[src/rtl/alu_cmd_issue.sv]
// Issue stage for the 8-bit ALU: command FIFO -> ALU -> result register, 2 edges minimum cmd to result.
// Backpressure: cmd_ready drops when the FIFO is full; the head issues only when the result register is free or popping.

module alu_cmd_fifo #(
  parameter int W     = 20,
  parameter int DEPTH = 4,
  parameter int CW    = $clog2(DEPTH + 1)
) (
  input  logic          clk,
  input  logic          rst,
  input  logic          i_push,
  input  logic [W-1:0]  i_push_dat,
  input  logic          i_pop,
  output logic [W-1:0]  o_head_dat,
  output logic          o_push_rdy,
  output logic [CW-1:0] o_count
);
  localparam int PW = $clog2(DEPTH);

  logic [W-1:0]  r_mem [DEPTH];
  logic [PW-1:0] r_wr_ptr;
  logic [PW-1:0] r_rd_ptr;
  logic [CW-1:0] r_count;
  logic          w_empty;

  assign w_empty    = (r_count == '0);
  assign o_push_rdy = (r_count != CW'(DEPTH));
  assign o_count    = r_count;
  // Head reads as zero when empty so the ALU never sees stale operands.
  assign o_head_dat = w_empty ? '0 : r_mem[r_rd_ptr];

  always_ff @(posedge clk) begin
    if (i_push) begin
      r_mem[r_wr_ptr] <= i_push_dat;
    end
  end

  always_ff @(posedge clk) begin
    if (rst) begin
      r_wr_ptr <= '0;
      r_rd_ptr <= '0;
      r_count  <= '0;
    end else begin
      if (i_push) begin
        r_wr_ptr <= r_wr_ptr + PW'(1);
      end
      if (i_pop) begin
        r_rd_ptr <= r_rd_ptr + PW'(1);
      end
      case ({i_push, i_pop})
        2'b10:   r_count <= r_count + CW'(1);
        2'b01:   r_count <= r_count - CW'(1);
        default: r_count <= r_count;
      endcase
    end
  end
endmodule

module alu_cmd_issue #(
  parameter int DEPTH = 4,
  parameter int CW    = $clog2(DEPTH + 1)
) (
  input  logic          clk,
  input  logic          rst,
  input  logic          cmd_valid,
  output logic          cmd_ready,
  input  logic [7:0]    cmd_A,
  input  logic [7:0]    cmd_B,
  input  logic [3:0]    cmd_Sel,
  output logic [7:0]    A,
  output logic [7:0]    B,
  output logic [3:0]    ALU_Sel,
  input  logic [15:0]   ALU_Out,
  input  logic          CarryOut,
  output logic          res_valid,
  input  logic          res_ready,
  output logic [15:0]   res_Data,
  output logic [3:0]    res_Sel,
  output logic          res_Carry,
  output logic          res_Zero,
  output logic          res_DivErr,
  output logic [CW-1:0] count
);
  localparam logic [3:0] SEL_ADD = 4'b0000;
  localparam logic [3:0] SEL_DIV = 4'b0011;

  typedef struct packed {
    logic [7:0] a;
    logic [7:0] b;
    logic [3:0] sel;
  } cmd_t;

  cmd_t          w_push_dat;
  cmd_t          w_head;
  logic          w_push;
  logic          w_issue;
  logic          w_div0;
  logic [CW-1:0] w_count;

  logic          r_res_valid;
  logic [15:0]   r_res_data;
  logic [3:0]    r_res_sel;
  logic          r_res_carry;
  logic          r_res_zero;
  logic          r_res_diverr;

  assign w_push_dat = '{a: cmd_A, b: cmd_B, sel: cmd_Sel};
  assign w_push     = cmd_valid && cmd_ready;
  assign w_issue    = (w_count != '0) && (!r_res_valid || res_ready);

  alu_cmd_fifo #(
    .W     ($bits(cmd_t)),
    .DEPTH (DEPTH),
    .CW    (CW)
  ) u_fifo (
    .clk        (clk),
    .rst        (rst),
    .i_push     (w_push),
    .i_push_dat (w_push_dat),
    .i_pop      (w_issue),
    .o_head_dat (w_head),
    .o_push_rdy (cmd_ready),
    .o_count    (w_count)
  );

  assign A       = w_head.a;
  assign B       = w_head.b;
  assign ALU_Sel = w_head.sel;
  assign count   = w_count;

  assign w_div0 = (w_head.sel == SEL_DIV) && (w_head.b == 8'd0);

  // An issue in the same cycle as a pop reloads the register, keeping res_valid high.
  always_ff @(posedge clk) begin
    if (rst) begin
      r_res_valid  <= 1'b0;
      r_res_data   <= '0;
      r_res_sel    <= '0;
      r_res_carry  <= 1'b0;
      r_res_zero   <= 1'b0;
      r_res_diverr <= 1'b0;
    end else if (w_issue) begin
      r_res_valid  <= 1'b1;
      r_res_sel    <= w_head.sel;
      r_res_carry  <= (w_head.sel == SEL_ADD) ? CarryOut : 1'b0;
      r_res_data   <= w_div0 ? 16'hFFFF : ALU_Out;
      r_res_zero   <= w_div0 ? 1'b0 : (ALU_Out == 16'd0);
      r_res_diverr <= w_div0;
    end else if (res_ready) begin
      r_res_valid  <= 1'b0;
    end
  end

  assign res_valid  = r_res_valid;
  assign res_Data   = r_res_data;
  assign res_Sel    = r_res_sel;
  assign res_Carry  = r_res_carry;
  assign res_Zero   = r_res_zero;
  assign res_DivErr = r_res_diverr;
endmodule

[config.mk]
export PLATFORM = sky130hd
export DESIGN_NAME = alu_cmd_issue
export DESIGN_NICKNAME = d
export VERILOG_FILES = /design/src/rtl/alu_cmd_issue.sv
export SDC_FILE = /design/constraint.sdc
export NUM_CORES = 1
export LEC_CHECK = 0
export BUFFER_PORTS_ARGS = -buffer_cell sky130_fd_sc_hd__buf_4
export CAP_MARGIN = 10
export CORE_UTILIZATION = 40
export CTS_CLUSTER_SIZE = 10
export DETAILED_ROUTE_END_ITERATION = 10
export PLACE_DENSITY = 0.71
export SYNTH_ARGS = -nofsm -noshare
export SYNTH_HDL_FRONTEND = slang
export SYNTH_HIERARCHICAL = 1
export SYNTH_SLANG_ARGS = --single-unit
export TNS_END_PERCENT = 50
[constraint.sdc]
create_clock -name clk -period 4.2 [get_ports clk]
set_clock_uncertainty 0.1 [all_clocks]
set_input_delay 0 -clock clk [delete_from_list [all_inputs] [get_ports clk]]
set_output_delay 0 -clock clk [all_outputs]
set_load 0.02 [all_outputs]
==> run_results.csv, run 1 <==
group,metric,value,unit
run_status,outcome,"completed",
cts,clock-sinks,113,
synth,synth_top_area_share,54.8,%
synth,synth_area_leaders,"edfxtp_1 (55%), dfxtp_1 (15%), mux4_2 (10%)",
hold_path,min_to,"u_fifo/r_mem[1][5]$_DFFE_PP_",
synth,synthArstFlopShare,0,%
sta,fin_setup_tns,0,ns
synth,synthFlopType,"edfxtp_1",
worst_setup_path,path_cells,"buf_4, mux4_2, nor2b_1, nor4_1, and3_2, o41ai_1, dlygate4sd3_1",
cts,cts_buffers,17,
finish,post-route-util,58.7,%
worst_setup_path,crit_fanout,9,
synth,ys_ff_latch,113,
die,fp-row-count,37,
finish,postLayoutCellArea,0.00614,mm2
placement,place_hpwl,5550,um
die,design.die.area,0.0114,mm2
sta,worst_pin_slew,1.13,ns
hold_path,hp-class,"in2reg",
power_and_ir_drop,power.leakage,2.32,nW
finish,drive_gt1_share,39.2,%
global_routing,grtUsageTotal,17.1,%
placement,place_congestion,0.732,
die,die_h,107,um
finish,n_antenna_cell,0,
synth,synth_most_common_cell,"edfxtp_1",
routing,wl,9080,um
worst_setup_path,crit_family,"simple AND/OR/NAND/NOR gates",
synth,synth_common_cells,"edfxtp_1 (80), dfxtp_1 (33), mux4_2 (20), nor2b_1 (20), o221a_2 (15)",
synth,syn-cell-area,0.00439,mm2
sta,rsz0062_at_grt,"no",
cts,cts_root_buf,"clkbuf_8",
finish,layout.cells.non_filler,549,
die,io_pins,89,
placement,dpl_cell_area,0.00516,mm2
cts,worst_skew_pair.late_latency,0.51,ns
placement,io_buffer_count,88,
worst_setup_path,crit_path_end_kind,"flip-flop",
die,die_w,107,um
cts,cts_tree,"yes",
routing,wire_per_inst,16.5,um
worst_setup_path,r2r_end,"res_Zero$_SDFFE_PP0P_",
global_routing,grt_max_degree,27,
hold_path,hp-start,"cmd_B[1]",
global_routing,grt_pass1_vias,2746,
global_routing,grt-ovfl-total,0,
synth,syn_area_per_cell,16.9,um2
synth,synth_edf_count,80,
synth,synthCells,260,
power_and_ir_drop,powerDensity,726,mW/mm2
worst_setup_path,reg2reg_slack,0.99,ns
sta,slew_headroom,24.6,%
synth,synth_nets,307,
cts,ctsHtreeMaxLevel,4,
global_routing,grt_antenna_before_repair,0,
global_routing,grt_first_pass_wirelength,14200,um
finish,fin_nets,447,
finish,area_growth,39.9,%
sta,setup_violations,0,
placement,dp.cells,475,
worst_setup_path,critPathMaxStageDelay,0.63,ns
routing,drtPass1Iterations,4,
routing,drc,0,
die,start_util,41.9,%
power_and_ir_drop,irDropWorstVdd,0.387,mV
synth,synth_seq_area_share,69.8,%
synth,post_synth_num_cell_types,33,
worst_setup_path,worstRegToRegCells,7,
run,cap_violations,0,
worst_setup_path,cp_slowest_cell,"dfxtp_1",
routing,vias_per_cell,4.99,
worst_setup_path,cp.depth,7,
sta,max_freq,0.312,GHz
hold_path,min_path_cells,2,
worst_setup_path,critPathLaunchType,"flip-flop",
worst_setup_path,crit_arrival,3.50,ns
sta,final_hold_viol_count,0,
synth,synth_warnings,6,
routing,ant_nets,0,
worst_setup_path,path_buf_inv,2,
worst_setup_path,cp_data_required_time,4.50,ns
sta,slew_violations,0,
cts,clkSlewWorstSetupHoldPaths,0.06,ns
routing,vias,2740,
cts,cts.path.max_buffers,2,
synth,yosysTopAreaCell,"edfxtp_1",
sta,fin_crit,3.21,ns
worst_setup_path,path_class,"reg2reg",
routing,drt_iter0_markers,149,
die,coreArea,0.0105,mm2
sta,fin_crit_sh,76.3,%
-- layer usage --
layer	up-vias	GRT usage [%]	wire length, um
met5	-	0	0
met4	0	8.81	140
met3	13	5.71	670
met2	109	26.8	4250
met1	1329	20.9	4020
li1	1289	-	-
-- final cells by class --
class / count / area (um2)
fill: 793 / 4330
clock buffer: 28 / 537
sequential: 113 / 3060
inverter: 9 / 33.8
multi-input combinational: 125 / 1200
timing repair buffer: 134 / 1110
clock inverter: 4 / 21.3
tap: 136 / 170
-- registers in the layout, summed over array words and instances, names as in the netlist, 2 cells and up, named ones only --
register / flops
u_fifo/r_mem: 80
res_Data: 16
res_Sel: 4
u_fifo/o_count: 3
u_fifo/r_rd_ptr: 2
u_fifo/r_wr_ptr: 2
-- layout by cell type (no fill, tap or decap), types with 4 or more instances in the layout --
cell,netlist,final
edfxtp_1,80,80
inv_1,7,7
dlygate4sd3_1,0,42
clkbuf_8,0,7
clkbuf_16,0,17
and2_1,5,5
dfxtp_1,33,33
clkbuf_1,5,4
buf_4,0,92
a21oi_1,9,9
nor4_1,6,6
nor2_1,9,9
ha_1,5,5
nand2_1,13,13
o221a_2,15,15
nor2b_1,20,20
mux4_2,20,20
-- repair_timing --
item	in CTS	in global routing
setup buffers	0	0
gates resized for setup	0	0
endpoints found under the hold margin	113	0
hold buffers	42	0
-- per-stage QoR --
stage / hold slack (ns) / setup WS, ns / total power, W
4_1_cts: 0.107 / 0.964 / 0.00449
5_1_grt: 0.112 / 0.767 / 0.00467
3_5_place_dp: 0.107 / 1.23 / 0.00314
2_1_floorplan: -0.00113 / 1.68 / 0.00259
3_3_place_gp: 0.100 / 1.28 / 0.00312
6_report: 0.131 / 0.994 / 0.00446
-- power breakdown --
group	total [W]	internal (W)	switching (W)	leakage (nW)
Sequential	0.00155	0.00142	0.000131	1.01
Combinational	0.00160	0.000709	0.000888	1.03
Clock	0.00131	0.000851	0.000454	0.281
-- how the worst max path moves through the flow --
| stage | start | end |
|---|---|---|
| after floorplan | u_fifo/o_count[0]$_SDFFE_PP0P_ | u_fifo/o_count[2]$_SDFFE_PP0P_ |
| after global placement | flip-flop | res_Data[11]$_SDFFE_PP0P_ |
| after detailed placement | flip-flop | res_Data[14]$_SDFFE_PP0P_ |
| after CTS | flip-flop | res_Zero$_SDFFE_PP0P_ |
| after global routing | flip-flop | res_Zero$_SDFFE_PP0P_ |
| final | flip-flop | res_Zero$_SDFFE_PP0P_ |
-- cells by family (layout without fill, tap and decap cells) --
group	after synthesis	count (layout)	share of synthesized area (%)
compound gates	28	28	5.48
xor+xnor	5	5	0.999
fa+ha+maj	6	6	1.88
buf+inv	22	175	2.88
flops	113	113	69.8
mux	21	21	10.5
simple gates	65	65	8.42
(Power assumes the default switching activity.)
==> run 2: changes to the inputs <==
- PLACE_DENSITY: 0.71 -> 0.74
- clock period: 4.2 -> 2.7 ns (I/O delays scaled with it)
==> run 2 against run 1 <==
  * Register-to-register slack lost 0.87 ns
  * Routed wire length grew 2.0%
  * Via count grew 1.7%
  * Hold slack lost 0.0022 ns
==> run_results.csv, run 2 (synthesis results as in run 1) <==
group,metric,value,unit
run_status,outcome,"completed",
power_and_ir_drop,powerDensity,1180,mW/mm2
sta,fin_ws,0.129,ns
worst_setup_path,path_class,"reg2reg",
sta,rsz0062_at_grt,"no",
worst_setup_path,cp_data_required_time,3.05,ns
die,fp-row-count,37,
routing,drt_iter0_markers,169,
routing,vias_per_cell,5.06,
die,coreArea,0.0105,mm2
routing,wl,9270,um
global_routing,grt-ovfl-total,0,
cts,cts_root_buf,"clkbuf_8",
global_routing,grt_pass1_vias,2895,
sta,slew_violations,0,
global_routing,grt_antenna_before_repair,0,
routing,ant_nets,0,
hold_path,hp-class,"in2reg",
finish,area_growth,42.5,%
finish,nFillCells,812,
finish,mostFrequentLayoutCells,"buf_4 (96), edfxtp_1 (80), dlygate4sd3_1 (40)",
die,io_pins,89,
sta,fin_setup_tns,0,ns
sta,setup_violations,0,
power_and_ir_drop,power.leakage,2.37,nW
global_routing,grt_max_degree,26,
sta,fin_crit,2.57,ns
placement,io_buffer_count,88,
cts,worst_skew_pair.late_latency,0.51,ns
die,design.die.area,0.0114,mm2
routing,drtPass1Iterations,4,
run,cap_violations,0,
sta,max_freq,0.389,GHz
worst_setup_path,crit_arrival,2.92,ns
cts,cts_setup_buffers,0,
global_routing,grtUsageTotal,17.5,%
cts,cts.path.max_buffers,2,
finish,fin_nets,450,
worst_setup_path,critPathLaunchType,"flip-flop",
finish,n_antenna_cell,0,
die,die_w,107,um
global_routing,grt_first_pass_wirelength,14600,um
sta,fin_crit_sh,95.2,%
placement,place_hpwl,5660,um
power_and_ir_drop,irDropWorstVdd,0.687,mV
cts,ctsHtreeMaxLevel,4,
sta,worst_pin_slew,0.427,ns
finish,final_common_cell,"buf_4",
placement,place_congestion,0.795,
worst_setup_path,crit_fanout,15,
die,start_util,41.9,%
sta,final_hold_viol_count,0,
cts,cts_tree,"yes",
cts,clock-sinks,113,
finish,drive_gt1_share,40.5,%
routing,drc,0,
die,die_h,107,um
cts,cts_buffers,17,
routing,vias,2786,
placement,post-place-ws,0.0810,ns
worst_setup_path,crit_path_end_kind,"flip-flop",
sta,slew_headroom,71.3,%
finish,largest_register,"u_fifo/r_mem",
routing,wire_per_inst,16.8,um
hold_path,hp-start,"cmd_A[0]",
cts,clkSlewWorstSetupHoldPaths,0.05,ns
finish,largest_register_ff_count,80,
[run 2: cell count changes in the layout (fill, tap and decap cells not counted), sizes merged]
cell,delta
clkbuf,-10
bufinv,+6
buf,+5
clkinv,+4
dlygate4sd3,-2
inv,-1
[run 2: per-stage QoR]
step	utilization (%)	cell area (um2)	power [W]	cells	hold WS, ns
global route	59.7	6250	0.00768	551	0.119
CTS	59.7	6240	0.00739	551	0.116
finish	59.7	6250	0.00735	551	0.129
detailed placement	49.8	5210	0.00493	480	0.103
global placement	49.8	5210	0.00488	480	0.0990
floorplan	-	4390	0.00404	260	-0.00113
[run 2: cell type report]
cell class	instances	area, um2	area share (%)
clock buffer	18	418	6.69
tap	136	170	2.72
inverter	9	33.8	0.541
timing repair buffer	137	1140	18.3
clock inverter	13	216	3.46
multi-input combinational	125	1210	19.3
sequential	113	3060	49.0
[run 2: path summary, 6_finish.rpt]
kind	to	slack, ns	cells after the start
max	res_Data[7]$_SDFFE_PP0P_	0.13	7
min	u_fifo/r_mem[2][12]$_DFFE_PP_	0.13	2
max reg2reg	res_Data[7]$_SDFFE_PP0P_	0.13	7
min reg2reg	res_Sel[2]$_SDFFE_PP0P_	0.37	2
[run 2: timing repair]
| action | 4_1_cts | 5_1_grt |
|---|---|---|
| setup endpoints to repair | 0 | 15 |
| hold endpoints to repair | 113 | 0 |
| gates resized for setup | 0 | 1 |
| hold buffers | 40 | 0 |
[run 2: per-layer routing]
| layer | up-vias | part of all wire (%) | track usage, % |
|---|---|---|---|
| met5 | - | 0 | 0 |
| met4 | 0 | 1.3 | 6.46 |
| met3 | 8 | 5.9 | 6.44 |
| met2 | 99 | 50 | 29.7 |
| met1 | 1380 | 43 | 20.4 |
| li1 | 1299 | - | - |
[run 2: worst max-delay path, cell delays in order, from the launching register on]
cell,delay [ns]
dfxtp_1,0.39
buf_12,0.19
mux4_2,0.50
nor2b_1,0.18
nor4_2,0.39
and3_2,0.30
nand2b_4,0.23
o221a_2,0.23
[run 2: power by group]
| group | internal (W) | total (W) | leakage (nW) | switching, W |
|---|---|---|---|---|
| clock network | 0.00166 | 0.00239 | 0.313 | 0.000722 |
| logic | 0.00115 | 0.00259 | 1.05 | 0.00144 |
| registers | 0.00221 | 0.00238 | 1.01 | 0.000171 |
| total | 0.00502 | 0.00735 | 2.37 | 0.00233 |
